`src/rtl/rf_hazard_ctl.sv`:
```
// Register-fetch hazard scheduler: tracks in-flight GPR writes (EX/MEM/WB), selects
// operand forwarding sources, and raises stall/bubble for load-use and mul/div-busy hazards.
module rf_hazard_ctl #(
    parameter int MD_CYCLES = 32
) (
    input  logic       clk,
    input  logic       rst_i,
    input  logic       pause,
    input  logic       flush_i,
    input  logic [4:0] rs_n_i,
    input  logic [4:0] rt_n_i,
    input  logic       use_rs_i,
    input  logic       use_rt_i,
    input  logic       wr_en_i,
    input  logic [4:0] wr_addr_i,
    input  logic       is_load_i,
    input  logic       md_start_i,
    input  logic       md_read_i,
    output logic [2:0] fw_cmp_rs,
    output logic [2:0] fw_cmp_rt,
    output logic       stall_o,
    output logic       bubble_o,
    output logic       md_busy_o
);

    localparam logic [5:0] MD_LOAD = 6'(MD_CYCLES);

    // Slot p0 = EX, p1 = MEM, p2 = WB
    logic       vld_p0, vld_p1, vld_p2;
    logic [4:0] addr_p0, addr_p1, addr_p2;
    logic       load_p0;
    logic [5:0] md_cnt;

    logic rs_ex, rt_ex;
    logic ld_stall, md_stall, stall, issue;

    function automatic logic hit(input logic use_op, input logic [4:0] op,
                                 input logic vld, input logic [4:0] addr);
        return use_op && vld && (addr == op) && (op != 5'd0);
    endfunction

    // Youngest matching slot wins; $0 never matches
    function automatic logic [2:0] fw_sel(input logic use_op, input logic [4:0] op,
                                          input logic v0, input logic [4:0] a0,
                                          input logic v1, input logic [4:0] a1,
                                          input logic v2, input logic [4:0] a2);
        if (hit(use_op, op, v0, a0))      return 3'b001;
        else if (hit(use_op, op, v1, a1)) return 3'b010;
        else if (hit(use_op, op, v2, a2)) return 3'b011;
        else                              return 3'b000;
    endfunction

    always_comb begin
        fw_cmp_rs = fw_sel(use_rs_i, rs_n_i, vld_p0, addr_p0, vld_p1, addr_p1, vld_p2, addr_p2);
        fw_cmp_rt = fw_sel(use_rt_i, rt_n_i, vld_p0, addr_p0, vld_p1, addr_p1, vld_p2, addr_p2);
        rs_ex     = hit(use_rs_i, rs_n_i, vld_p0, addr_p0);
        rt_ex     = hit(use_rt_i, rt_n_i, vld_p0, addr_p0);
    end

    assign md_busy_o = (md_cnt != 6'd0);
    assign ld_stall  = (rs_ex || rt_ex) && load_p0;
    assign md_stall  = (md_read_i || md_start_i) && md_busy_o && !flush_i;
    // Pause already freezes the whole pipe, so no extra stall is requested then
    assign stall     = (ld_stall || md_stall) && !flush_i && !pause;
    assign stall_o   = stall;
    assign bubble_o  = stall;
    assign issue     = !flush_i && !stall;

    // Control: slot valids and mul/div occupancy counter
    always_ff @(posedge clk or negedge rst_i) begin
        if (!rst_i) begin
            vld_p0 <= 1'b0;
            vld_p1 <= 1'b0;
            vld_p2 <= 1'b0;
            md_cnt <= 6'd0;
        end else if (!pause) begin
            vld_p0 <= issue && wr_en_i && (wr_addr_i != 5'd0);
            vld_p1 <= vld_p0;
            vld_p2 <= vld_p1;
            if (md_start_i && issue)
                md_cnt <= MD_LOAD;
            else if (md_cnt != 6'd0)
                md_cnt <= md_cnt - 6'd1;
        end
    end

    // Data: slot contents, only meaningful while the matching valid is set
    always_ff @(posedge clk) begin
        if (!pause) begin
            addr_p0 <= wr_addr_i;
            load_p0 <= is_load_i;
            addr_p1 <= addr_p0;
            addr_p2 <= addr_p1;
        end
    end

endmodule

```
`config.mk`:
```
export PLATFORM = sky130hd
export DESIGN_NAME = rf_hazard_ctl
export DESIGN_NICKNAME = d
export VERILOG_FILES = /design/src/rtl/rf_hazard_ctl.sv
export SDC_FILE = /design/constraint.sdc
export NUM_CORES = 1
export LEC_CHECK = 0
export CAP_MARGIN = 20
export CELL_PAD_IN_SITES_DETAIL_PLACEMENT = 1
export CELL_PAD_IN_SITES_GLOBAL_PLACEMENT = 1
export CORE_AREA = 2 2 64 66
export CTS_BUF_LIST = sky130_fd_sc_hd__clkbuf_4 sky130_fd_sc_hd__clkbuf_8 sky130_fd_sc_hd__clkbuf_16
export CTS_CLUSTER_SIZE = 10
export DETAILED_ROUTE_END_ITERATION = 6
export DIE_AREA = 0 0 66 68
export PLACE_DENSITY = 0.86
export SETUP_SLACK_MARGIN = 0.4
export SYNTH_ARGS = -nofsm -noshare
export SYNTH_HDL_FRONTEND = slang
export SYNTH_SLANG_ARGS = --single-unit
```
`constraint.sdc`:
```
create_clock -name clk -period 2.6 [get_ports clk]
set_input_delay 0.26 -clock clk [delete_from_list [all_inputs] [get_ports clk]]
set_output_delay 0.26 -clock clk [all_outputs]
set_load 0.05 [all_outputs]
```
Word level (Yosys, flattened, before mapping)
Index checks and enable logic that the tools add are counted.
{"block": "word_totals", "register_bits": 25, "output_inout_bits": 9, "wordCells": 63}
{"block": "classes", "n_addsub": 1, "eq_ne": 6, "mux": 8, "n_bitwise": 1, "n_reduce_logical": 39}
{"operator": "== test 5 bit", "n": 6}
{"operator": "logical AND 1 bit", "n": 27}
{"operator": "nonzero test 5 bit", "n": 3}
{"operator": "two-way mux 2 bit", "n": 6}
{"operator": "two-way mux 6 bit", "n": 2}
{"operator": "nonzero test 6 bit", "n": 1}
{"operator": "subtractor 6 x 1 -> 6 bit, second input constant", "n": 1}
{"operator": "zero test 1 bit", "n": 3}
{"operator": "logical OR 1 bit", "n": 3}
{"operator": "AND reduction 2 bit", "n": 1}
{"operator": "nonzero test 2 bit", "n": 1}
{"operator": "inverter 1 bit", "n": 1}

Longest topological paths before layout
Gate-level depths: netlist (run 1).
{"block": "logic_depth", "word_depth": 13, "depth_mapped": 8, "mapped_depth_nobuf": 8}

Worst setup path after synthesis (run 1)
Ideal clock, no wire load.
{"block": "synth_path", "kind": "register to output", "start": "reg md_cnt[0]", "end": "out stall_o", "t_arrival_ps": 3097, "required_ps": 2340, "slack_ps": -757, "stages_incl_launch_ff": 9, "path_buffers": 1, "path_cell_list": "dfrtp_1 -> inv_1 -> ha_1 -> nand2b_1 -> nor2b_1 -> inv_1 -> o21ai_0 -> a211oi_1 -> buf_4"}
{"block": "synth_via", "elab_chain_cells": 6}
{"item": "from (decl)", "line": "32", "rtl": "logic [5:0] md_cnt;"}
{"item": "from (signal assigned)", "line": "83", "rtl": "md_cnt <= md_cnt - 6'd1;"}
{"item": "nonzero test 6 bit", "line": "60", "rtl": "assign md_busy_o = (md_cnt != 6'd0);"}
{"item": "named net md_busy_o", "line": "23", "rtl": "output logic md_busy_o"}
{"item": "logical AND 1 bit (2 in series)", "line": "62", "rtl": "assign md_stall = (md_read_i || md_start_i) && md_busy_o && !flush_i;"}
{"item": "logical OR 1 bit", "line": "64", "rtl": "assign stall = (ld_stall || md_stall) && !flush_i && !pause;"}
{"item": "logical AND 1 bit (2 in series)", "line": "64"}
{"item": "to (decl)", "line": "21", "rtl": "output logic stall_o,"}
The timed path passes the listed nets, and every way through them passes these cells.

Worst setup path after layout (run 1)
{"block": "layout_path", "start": "reg addr_p0[3]", "end": "out stall_o"}
{"block": "layout_via", "elab_chain_cells": 8}
{"item": "from (decl)", "line": "30", "rtl": "logic [4:0] addr_p0, addr_p1, addr_p2;"}
{"item": "from (signal assigned)", "line": "90", "rtl": "addr_p0 <= wr_addr_i;"}
{"item": "== test 5 bit", "line": "39", "rtl": "return use_op && vld && (addr == op) && (op != 5'd0);"}
{"item": "logical AND 1 bit (2 in series)", "line": "39"}
{"item": "logical OR 1 bit *", "line": "61", "rtl": "assign ld_stall = (rs_ex || rt_ex) && load_p0;"}
{"item": "logical AND 1 bit *", "line": "61"}
{"item": "logical OR 1 bit *", "line": "64"}
{"item": "logical AND 1 bit * (2 in series)", "line": "64"}
Every way passes the cells marked *; elsewhere a longest branch is shown, timed or not.

==> results of run 1 <==
==> Yosys cell counts (all sizes together), types with 2 or more instances <==
cell	instances	area share, %
edfxtp	16	33
xor2	16	9.8
xnor2	15	9.1
dfrtp	9	16
nor4	6	2.6
nor2	5	1.3
nor3	5	2.1
inv	4	1.0
nand2	4	1.0
nand4	4	1.7
o21ai	4	2.2
a21o	3	1.6
buf	3	1.6
nand2b	3	1.3
nor2b	3	1.3
o21a	3	1.6
or4	3	1.6
ha	2	1.7
mux2	2	1.6
or3	2	0.87
==> placed cells by master (no fill, tap or decap), types with 5 or more instances in the layout <==
cell type,instances
xor2_1,16
edfxtp_1,16
xnor2_1,15
clkdlybuf4s50_1,15
dlygate4sd2_1,9
dfrtp_1,8
buf_4,6
nor2_1,5
buf_12,5
==> per-stage QoR <==
stage	TNS, ps	area, sq um	setup slack [ps]	util [%]
after floorplan	0	1470	351	-
after global placement	0	1880	69.3	48.7
after detailed placement	-39.5	1880	-20.2	48.7
after CTS	0	1970	251	51.0
after global routing	0	1990	175	51.6
final	0	1990	264	51.6
==> final timing paths <==
| path | startpoint | slack, ps | cells after the start | endpoint |
|---|---|---|---|---|
| worst min-delay path | rst_i | 300 | 1 | md_cnt[2] |
| worst min register to register | addr_p1[4] | 530 | 0 | addr_p2[4] |
| worst max register to register | addr_p0[3] | 720 | 6 | md_cnt[1] |
| worst max-delay path | addr_p0[3] | 260 | 6 | stall_o |
| min in group clk | addr_p1[4] | 530 | 0 | addr_p2[4] |
| max in group asynchronous | rst_i | 1960 | 1 | md_cnt[0] |
==> per-layer routing <==
| layer | up-vias | global-route usage [%] | routed length, um | part of all wire [%] |
|---|---|---|---|---|
| met5 | - | 0 | 0 | 0 |
| met4 | 0 | 6.89 | 95 | 2.5 |
| met3 | 8 | 1.97 | 124 | 3.3 |
| met2 | 29 | 34.8 | 2090 | 55 |
| met1 | 552 | 19.9 | 1460 | 39 |
| li1 | 533 | - | - | - |
==> worst max-delay path: cells and delay by family, from the launching register on <==
kind            cells  cell delay (ps)
compound gates      2              410
flops               1              440
simple gates        2              600
buf+inv             1              180
xor+xnor            1              180
==> state kept, by name, summed over array words and instances (netlist names) <==
name,count
addr_p0,5
addr_p1,5
addr_p2,5
load_p0,1
md_cnt,6
vld_p0,1
vld_p1,1
vld_p2,1
==> cell type report <==
| type | instances | area [sq um] | share of cell area (%) |
|---|---|---|---|
| clock buffers | 4 | 48.8 | 2.45 |
| inverters | 4 | 17.5 | 0.880 |
| multi-input cells | 93 | 753 | 37.8 |
| flip-flops and latches | 25 | 707 | 35.5 |
| well taps | 50 | 62.6 | 3.14 |
| repair buffers | 38 | 402 | 20.2 |
==> where the power goes <==
group	leakage, nW	switching (mW)	internal, mW
clock	0.0262	0.115	0.120
sequential	0.270	0.0793	0.498
combinational	0.466	0.210	0.183
==> what timing repair did <==
action	in CTS	in global routing
endpoints found under the setup margin	7	5
setup buffers	2	2
pin swaps	8	4
resized for setup	17	6
==> cells by family (layout without fill, tap and decap cells) <==
group                      after synthesis  count (layout)  share of synthesized area [%]
buffers and inverters                    8              46                           2.87
DFF                                     25              25                           49.1
xor gates and xnor gates                31              31                           18.9
and+or+nand+nor                         38              38                           15.9
adders and majority gates                2               2                           1.74
muxes                                    3               3                           2.26
AOI/OAI and AO/OA                       17              17                           8.97
other                                    1               2                          0.261
==> flow_metrics.py, run 1 <==
metrics = {
    "run_status": {
        "status": "finished, final reports clean",
    },
    "pwr": {
        "p_leak_nw": 0.763,
        "power_density_mw_per_mm2": 605,
        "total_power_mw": 1.20,
        "irDropWorstVdd_mv": 0.352,
    },
    "clock_tree": {
        "cts.sinks": 25,
        "cts-root-buf": "clkbuf_8",
        "cts_htree_levels": 1,
        "cts-buffers-inserted": 3,
        "clkTransAtPathRegs_ps": 80,
        "cts_hold_buf": 0,
        "clk_latency_ps": 260,
        "clockBufferDepth": 2,
        "tritoncts": "done",
    },
    "grt": {
        "antenna_found_initial": 0,
        "grt_pass1_vias": 1230,
        "overflow": 0,
        "grt_pass1_wl_um": 5970,
        "grt_max_degree": 18,
        "track_usage_pct": 17.9,
    },
    "place": {
        "gp_congestion": 0.930,
        "hpwl_um": 2940,
        "dp_cells": 206,
        "io_buffers": 31,
    },
    "critical_path": {
        "endpoint_kind": "output pin",
        "slowest_stage": "edfxtp_1",
        "critical_path_class": "reg2out",
        "critPathLaunchType": "flop",
        "crit_path_max_incr_delay_ps": 440,
        "crit_chain": "xor2_1, nor4_2, and4_4, o21ai_4, a211oi_4, buf_12",
        "crit_arrival_ps": 2080,
        "cp_max_fo": 3,
        "cp.required_ps": 2340,
    },
    "synth": {
        "syn-cell-area_sq_mm": 0.00144,
        "synthArstFlopShare_pct": 36.0,
        "synth_seq_cells": 25,
        "ys_seq_area_share_pct": 49.1,
        "synth_edf_count": 16,
        "yosys_warnings": 0,
        "syn_area_per_cell_sq_um": 11.5,
        "synth_cell_type_count": 36,
        "syn_inst": 125,
        "synth_flop_cell": "edfxtp_1",
    },
    "routing": {
        "drc_errors": 0,
        "antenna_left": 0,
        "avgRoutedWirePerCell_um": 17.6,
        "drt-pass1-iter-count": 4,
        "via_count": 1122,
        "drt_iter0_drc": 41,
        "wl_um": 3770,
        "viasPerCell": 5.24,
    },
    "floorplan": {
        "initial_core_util_pct": 37.2,
        "die_area_sq_mm": 0.00449,
        "num_rows": 23,
        "die-width_um": 66,
        "die_h_um": 68,
        "fp.coreArea_sq_mm": 0.00386,
        "ioPinCount": 34,
    },
    "sta": {
        "finClkSkew_ps": 1.62,
        "drv_slew": 0,
        "finalCritPeriodShare_pct": 89.8,
        "finalHoldViolations": 0,
        "min_period_ps": 2340,
        "max_freq_mhz": 428,
        "setup_viol_count_final": 0,
        "holdWs_ps": 305,
        "rsz0062_at_grt": "yes",
    },
    "finish": {
        "fill_cells": 434,
        "nets": 192,
        "syn_to_final_growth_pct": 38.6,
        "layout-drive-gt1-share_pct": 20.1,
        "fin_cells": 214,
        "diodes": 0,
    },
    "job": {
        "max_cap_viol_count": 0,
    },
    "worst_hold_path": {
        "hold_class": "in2async",
    },
}
Note: power is estimated with default switching activity, not from simulation.
==> run 2: changes to the inputs <==
Settings changed: CTS_BUF_LIST sky130_fd_sc_hd__clkbuf_4 sky130_fd_sc_hd__clkbuf_8 sky130_fd_sc_hd__clkbuf_16 to sky130_fd_sc_hd__clkbuf_16.
==> run 2 against run 1 <==
  * Utilization grew 1.4 points
  * Critical path depth is the same
  * Final cell count grew 0.47%
  * Worst hold slack gained 20 ps
  * Clock-buffer cell count shrank 1
  * First-iteration DRC count shrank 32%
  * Worst setup slack lost 16 ps
  * Sequential share of layout area shrank 0.93 points
  * Routed wire length grew 12%
  * Critical endpoint unchanged
  * Largest cell class unchanged
  * Largest power group unchanged
==> flow_metrics.py, run 2 (synthesized netlist as in run 1, its figures left out) <==
metrics = {
    "run_status": {
        "status": "finished, final reports clean",
    },
    "critical_path": {
        "cp_num_buf_inv": 1,
        "cp_max_fo": 3,
        "crit_chain": "xor2_1, nor4_2, and4_4, o21ai_4, a211oi_4, buf_12",
        "rr_startpoint": "addr_p0[4]",
        "worstRegToRegCells": 6,
        "critPathLaunchType": "flop",
        "cp.required_ps": 2340,
        "endpoint_kind": "output pin",
        "crit_arrival_ps": 2090,
        "critical_path_class": "reg2out",
        "crit_path_max_incr_delay_ps": 450,
        "r2r_end": "md_cnt[1]",
        "rrSetupSlack_ps": 690,
        "critPathTopFamily": "simple AND/OR/NAND/NOR gates",
        "slowest_stage": "edfxtp_1",
    },
    "sta": {
        "min_period_ps": 2350,
        "holdWs_ps": 324,
        "rsz0062_at_grt": "yes",
        "finalHoldViolations": 0,
        "max_freq_mhz": 425,
        "worst_slew_pin_slew_ps": 489,
        "finalCritPeriodShare_pct": 90.5,
        "drv_slew": 0,
        "setup_viol_count_final": 0,
        "finClkSkew_ps": 0.922,
        "max-slew-margin-rel_pct": 67.2,
    },
    "clock_tree": {
        "cts_htree_levels": 1,
        "cts-buffers-inserted": 3,
        "clk_latency_ps": 250,
        "clockBufferDepth": 2,
        "cts-root-buf": "clkbuf_16",
        "clkTransAtPathRegs_ps": 60,
        "cts.sinks": 25,
        "tritoncts": "done",
    },
    "grt": {
        "track_usage_pct": 18.6,
        "antenna_found_initial": 0,
        "grt_pass1_wl_um": 6240,
        "grt_pass1_vias": 1269,
        "overflow": 0,
        "grt_max_degree": 18,
    },
    "place": {
        "hpwl_um": 2940,
        "io_buffers": 31,
        "dp_cells": 206,
        "gp_congestion": 0.930,
    },
    "pwr": {
        "pwr-share-comb_pct": 30.8,
        "clkPwrFrac_pct": 25.4,
        "p_leak_nw": 0.797,
        "p_int_uw": 889,
        "irDropWorstVdd_mv": 0.444,
        "sequentialPowerShare_pct": 43.8,
        "power_switching_uw": 436,
        "p_sw_share_pct": 32.9,
        "power_density_mw_per_mm2": 648,
    },
    "floorplan": {
        "num_rows": 23,
        "initial_core_util_pct": 37.2,
        "die_area_sq_mm": 0.00449,
        "die-width_um": 66,
        "die_h_um": 68,
        "ioPinCount": 34,
        "fp.coreArea_sq_mm": 0.00386,
    },
    "worst_hold_path": {
        "hold_class": "in2async",
    },
    "finish": {
        "layout_common_cells": "edfxtp_1, xor2_1, clkdlybuf4s50_1, xnor2_1, dfrtp_1",
        "largest_register": "md_cnt",
        "layout_commonest_cell": "edfxtp_1",
        "nets": 193,
        "fin_util_pct": 53.0,
        "fin_cells": 215,
        "diodes": 0,
        "largest_reg_flops": 6,
        "layout-drive-gt1-share_pct": 24.2,
        "syn_to_final_growth_pct": 42.3,
    },
    "routing": {
        "via_count": 1158,
        "wl_um": 4210,
        "antenna_left": 0,
        "viasPerCell": 5.39,
        "drc_errors": 0,
        "drt-pass1-iter-count": 4,
        "drt_iter0_drc": 28,
        "avgRoutedWirePerCell_um": 19.6,
    },
    "job": {
        "max_cap_viol_count": 0,
    },
}
==> run 2: cell count changes in the layout (fill, tap and decap cells not counted), sizes merged <==
cell / previous run / this run
buf: 13 / 14
clkbuf: 5 / 8
inv: 4 / 5
dlygate4sd2: 9 / 5
==> run 2: worst reg2reg max path: stages, from the launching register on <==
cell      delay, ps
edfxtp_1        450
xor2_1          190
nor4_2          300
and4_4          300
o21ai_4          90
buf_4           160
o311ai_0        310
==> run 2: final cells by class <==
cell class                 instances  area (sq um)
clock buffer                       3          75.1
clock inverter                     1          3.75
fill                             432          1810
inverter                           4          17.5
multi-input combinational         93           785
sequential                        25           707
tap                               50          62.6
timing repair buffer              39           394
==> run 2: what timing repair did <==
| item | in CTS | in global routing |
|---|---|---|
| hold buffers | 0 | 0 |
| setup endpoints to repair | 7 | 7 |
| hold endpoints to repair | 0 | 0 |
| resized for setup | 18 | 18 |
| pin swaps | 8 | 4 |
| setup buffers | 4 | 1 |
==> run 2: worst max path at each step <==
stage	start	to	slack [ps]	cells after the start
global route	addr_p0[4]	stall_o	170	6
global placement	rs_n_i[2]	bubble_o	70	7
CTS	addr_p0[4]	stall_o	280	6
detailed placement	rs_n_i[2]	stall_o	-20	7
floorplan	addr_p0[0]	stall_o	350	6
finish	addr_p0[4]	stall_o	250	6
==> run 2: metrics by stage <==
stage | area, sq um | power (mW) | TNS, ps | worst slack (ps)
finish | 2040 | 1.32 | 0 | 248
floorplan | 1470 | 0.811 | 0 | 351
global placement | 1880 | 0.921 | 0 | 69.3
detailed placement | 1880 | 0.960 | -39.5 | -20.2
global route | 2040 | 1.39 | 0 | 165
CTS | 2010 | 1.30 | 0 | 278
==> run 2: metal layers <==
layer | global-route usage (%) | wire length (um) | up-vias
met5 | 0 | 0 | -
met4 | 5.61 | 89 | 0
met3 | 2.63 | 135 | 9
met2 | 36.1 | 2340 | 32
met1 | 21.0 | 1640 | 580
li1 | - | - | 537
==> run 2: power groups by stage <==
stage               sequential, mW  combinational, mW  clock [mW]
CTS                          0.577              0.387       0.338
floorplan                    0.560              0.251           0
finish                       0.581              0.408       0.336
global route                 0.594              0.445       0.353
detailed placement           0.583              0.377           0
global placement             0.574              0.347           0
==> patch, RTL diff (flow settings as in run 2) <==
`MD_CYCLES`: 32 -> 24.
--- a/src/rtl/rf_hazard_ctl.sv
+++ b/src/rtl/rf_hazard_ctl.sv
@@ -2,5 +2,5 @@
 // operand forwarding sources, and raises stall/bubble for load-use and mul/div-busy hazards.
 module rf_hazard_ctl #(
-    parameter int MD_CYCLES = 32
+    parameter int MD_CYCLES = 24
 ) (
     input  logic       clk,
Formal check against the unedited RTL: same outputs for any inputs over 4 cycles, from zero or initial values and one cycle with rst_i low; that may be too few to reach the edited logic, so the function may still have changed.
==> patch against run 2 <==
  * Core utilization is 2.0 points higher
  * Sequential share of layout area is 1.3 points lower
  * Global-route usage is 1.8 points higher
  * Critical path depth is 1 higher
  * Cell area is 3.7% higher
  * Routed wire length is 1.4% lower
  * Power is 1.8% higher
  * Setup slack better by 0.12 ns
  * Fmax is 5.3% higher
  * Die area stayed put
  * Synthesized area is 1.9% higher
  * Largest power group unchanged
  * Sequential cell count stayed put
==> patch: results <==
group,metric,value,unit
outcome,outcome,"complete, no violations",
logic_synthesis,synth.distinct_cells,38,
final_layout,nNetsFinal,207,
final_layout,largest_reg_flops,6,
global_routing,grt_pass1_vias,1417,
routing,routed.top_layer,"met4",
logic_synthesis,ys_async_sr_fraction,36.0,%
global_routing,grt_max_degree,17,
pwr,p_leak,0.852,nW
setup_path,r2r_setup_slack,0.70,ns
routing,wl_met1,1.68,mm
routing,route.met2.wl,2.21,mm
logic_synthesis,synth-compound-area-share,10.9,%
pwr,max-vdd-ir-drop,0.000395,V
clock_tree,numCtsBuffers,3,
final_layout,n_antenna_cell,0,
routing,drt-initial-drc-count,30,
clock_tree,cts_htree_levels,1,
global_routing,antenna_found_initial,0,
setup_path,cp_max_fo,3,
logic_synthesis,ys_warn_count,0,
final_layout,top_register,"md_cnt",
logic_synthesis,muxShareOfSynthArea,2.22,%
clock_tree,clock-root-buffer,"clkbuf_16",
setup_path,regToRegEndpoint,"md_cnt[4]",
logic_synthesis,synth_ff_type,"edfxtp_1",
setup_path,slowest_stage,"or4_1",
global_routing,track_usage,20.4,%
setup_path,crit_family,"simple AND/OR/NAND/NOR gates",
routing,postRouteWirelength,4.15,mm
sta,finClkSkew,0.00171,ns
logic_synthesis,synthTopCellsByArea,"edfxtp_1 33%, dfrtp_1 15%, xnor2_1 11%",
setup_path,critical_path_arrival,1.97,ns
logic_synthesis,synth_xor_area_share,17.9,%
sta,maxSlewHeadroom,50.2,%
placement,gp_congestion,0.937,
clock_tree,clkLatencyLatePin,0.26,ns
routing,vias_per_cell,5.28,
logic_synthesis,synth_edf_count,16,
worst_hold_path,min_path_type,"input port to async pin",
final_layout,fillerInstances,430,
global_routing,gr-total-overflow,0,
final_layout,drive_gt1_share,25.1,%
global_routing,grt_pass1_wl,6.69,mm
clock_tree,path_clk_slew,0.06,ns
logic_synthesis,ys_seq_area_share,48.2,%
logic_synthesis,synthAdderAreaFrac,1.71,%
setup_path,reg2reg_depth,5,
setup_path,r2r_start,"md_cnt[0]",
setup_path,cpPeakStageDelay,0.52,ns
routing,wl_met3,183,um
placement,port_buffers,31,
routing,first_pass_iters,4,
placement,dp_hpwl,3.06,mm
logic_synthesis,synth_common_cells,"18 x xnor2_1, 16 x edfxtp_1, 12 x xor2_1, 9 x dfrtp_1",
clock_tree,cts_buffer_depth,2,
patch: what timing repair did:
item	4_1_cts	5_1_grt
pin swaps	9	8
gates resized for setup	22	6
buffers inserted	5	4
endpoints found under the setup margin	7	4
patch: worst max path at each step:
| stage | endpoint | from | depth (start not counted) | slack (ns) |
|---|---|---|---|---|
| after floorplan | fw_cmp_rt[1] | rt_n_i[0] | 4 | 0.42 |
| after global placement | fw_cmp_rs[0] | rs_n_i[2] | 7 | 0.22 |
| after detailed placement | bubble_o | rt_n_i[3] | 8 | 0.11 |
| after CTS | bubble_o | addr_p0[0] | 6 | 0.31 |
| after global routing | bubble_o | addr_p0[4] | 6 | 0.27 |
| final | fw_cmp_rt[1] | rt_n_i[0] | 7 | 0.37 |
patch: stage by stage:
stage          setup slack (ns)  instance area (um2)  hold WS [ns]  std cells  power (mW)
2_1_floorplan             0.422                 1490       -0.0356        132       0.839
3_3_place_gp              0.219                 1910         0.487        216       0.955
3_5_place_dp              0.114                 1910         0.498        216       0.982
4_1_cts                   0.310                 2070         0.310        225        1.35
5_1_grt                   0.270                 2120         0.328        229        1.43
6_report                  0.368                 2120         0.291        229        1.35
patch: cells by family (layout without fill, tap and decap cells):
family	Yosys count	count (layout)
adder cells (fa/ha/maj)	2	2
buffers and inverters	9	56
AO/OA/AOI/OAI	21	21
flip-flops	25	25
XOR/XNOR	30	30
AND/OR/NAND/NOR	40	40
multiplexers	3	3
other	1	2
patch: cell type report:
cell class                 instances  share of cell area (%)
clock buffer                       3                    3.54
clock inverter                     1                   0.236
inverter                           4                   0.885
multi-input combinational         98                    36.9
sequential                        25                    33.3
tap                               50                    2.95
timing repair buffer              48                    22.2
patch: worst reg2reg max path, delay by kind of cell, from the launching register on:
family | cells | cell delay [ns]
adder cells (fa/ha/maj) | 1 | 0.20
AND/OR/NAND/NOR | 1 | 0.63
AO/OA/AOI/OAI | 2 | 0.41
flip-flops | 1 | 0.44
buffers and inverters | 1 | 0.12
patch: power breakdown:
group | total [mW] | internal, mW | switching [mW]
combinational | 0.425 | 0.199 | 0.226
sequential | 0.572 | 0.496 | 0.0755
clock | 0.351 | 0.208 | 0.144
patch: routing by layer:
metal  GRT usage (%)  vias to the layer above
met5               0                        -
met4            7.91                        0
met3            3.13                        6
met2            39.5                       40
met1            22.3                      598
li1                -                      565
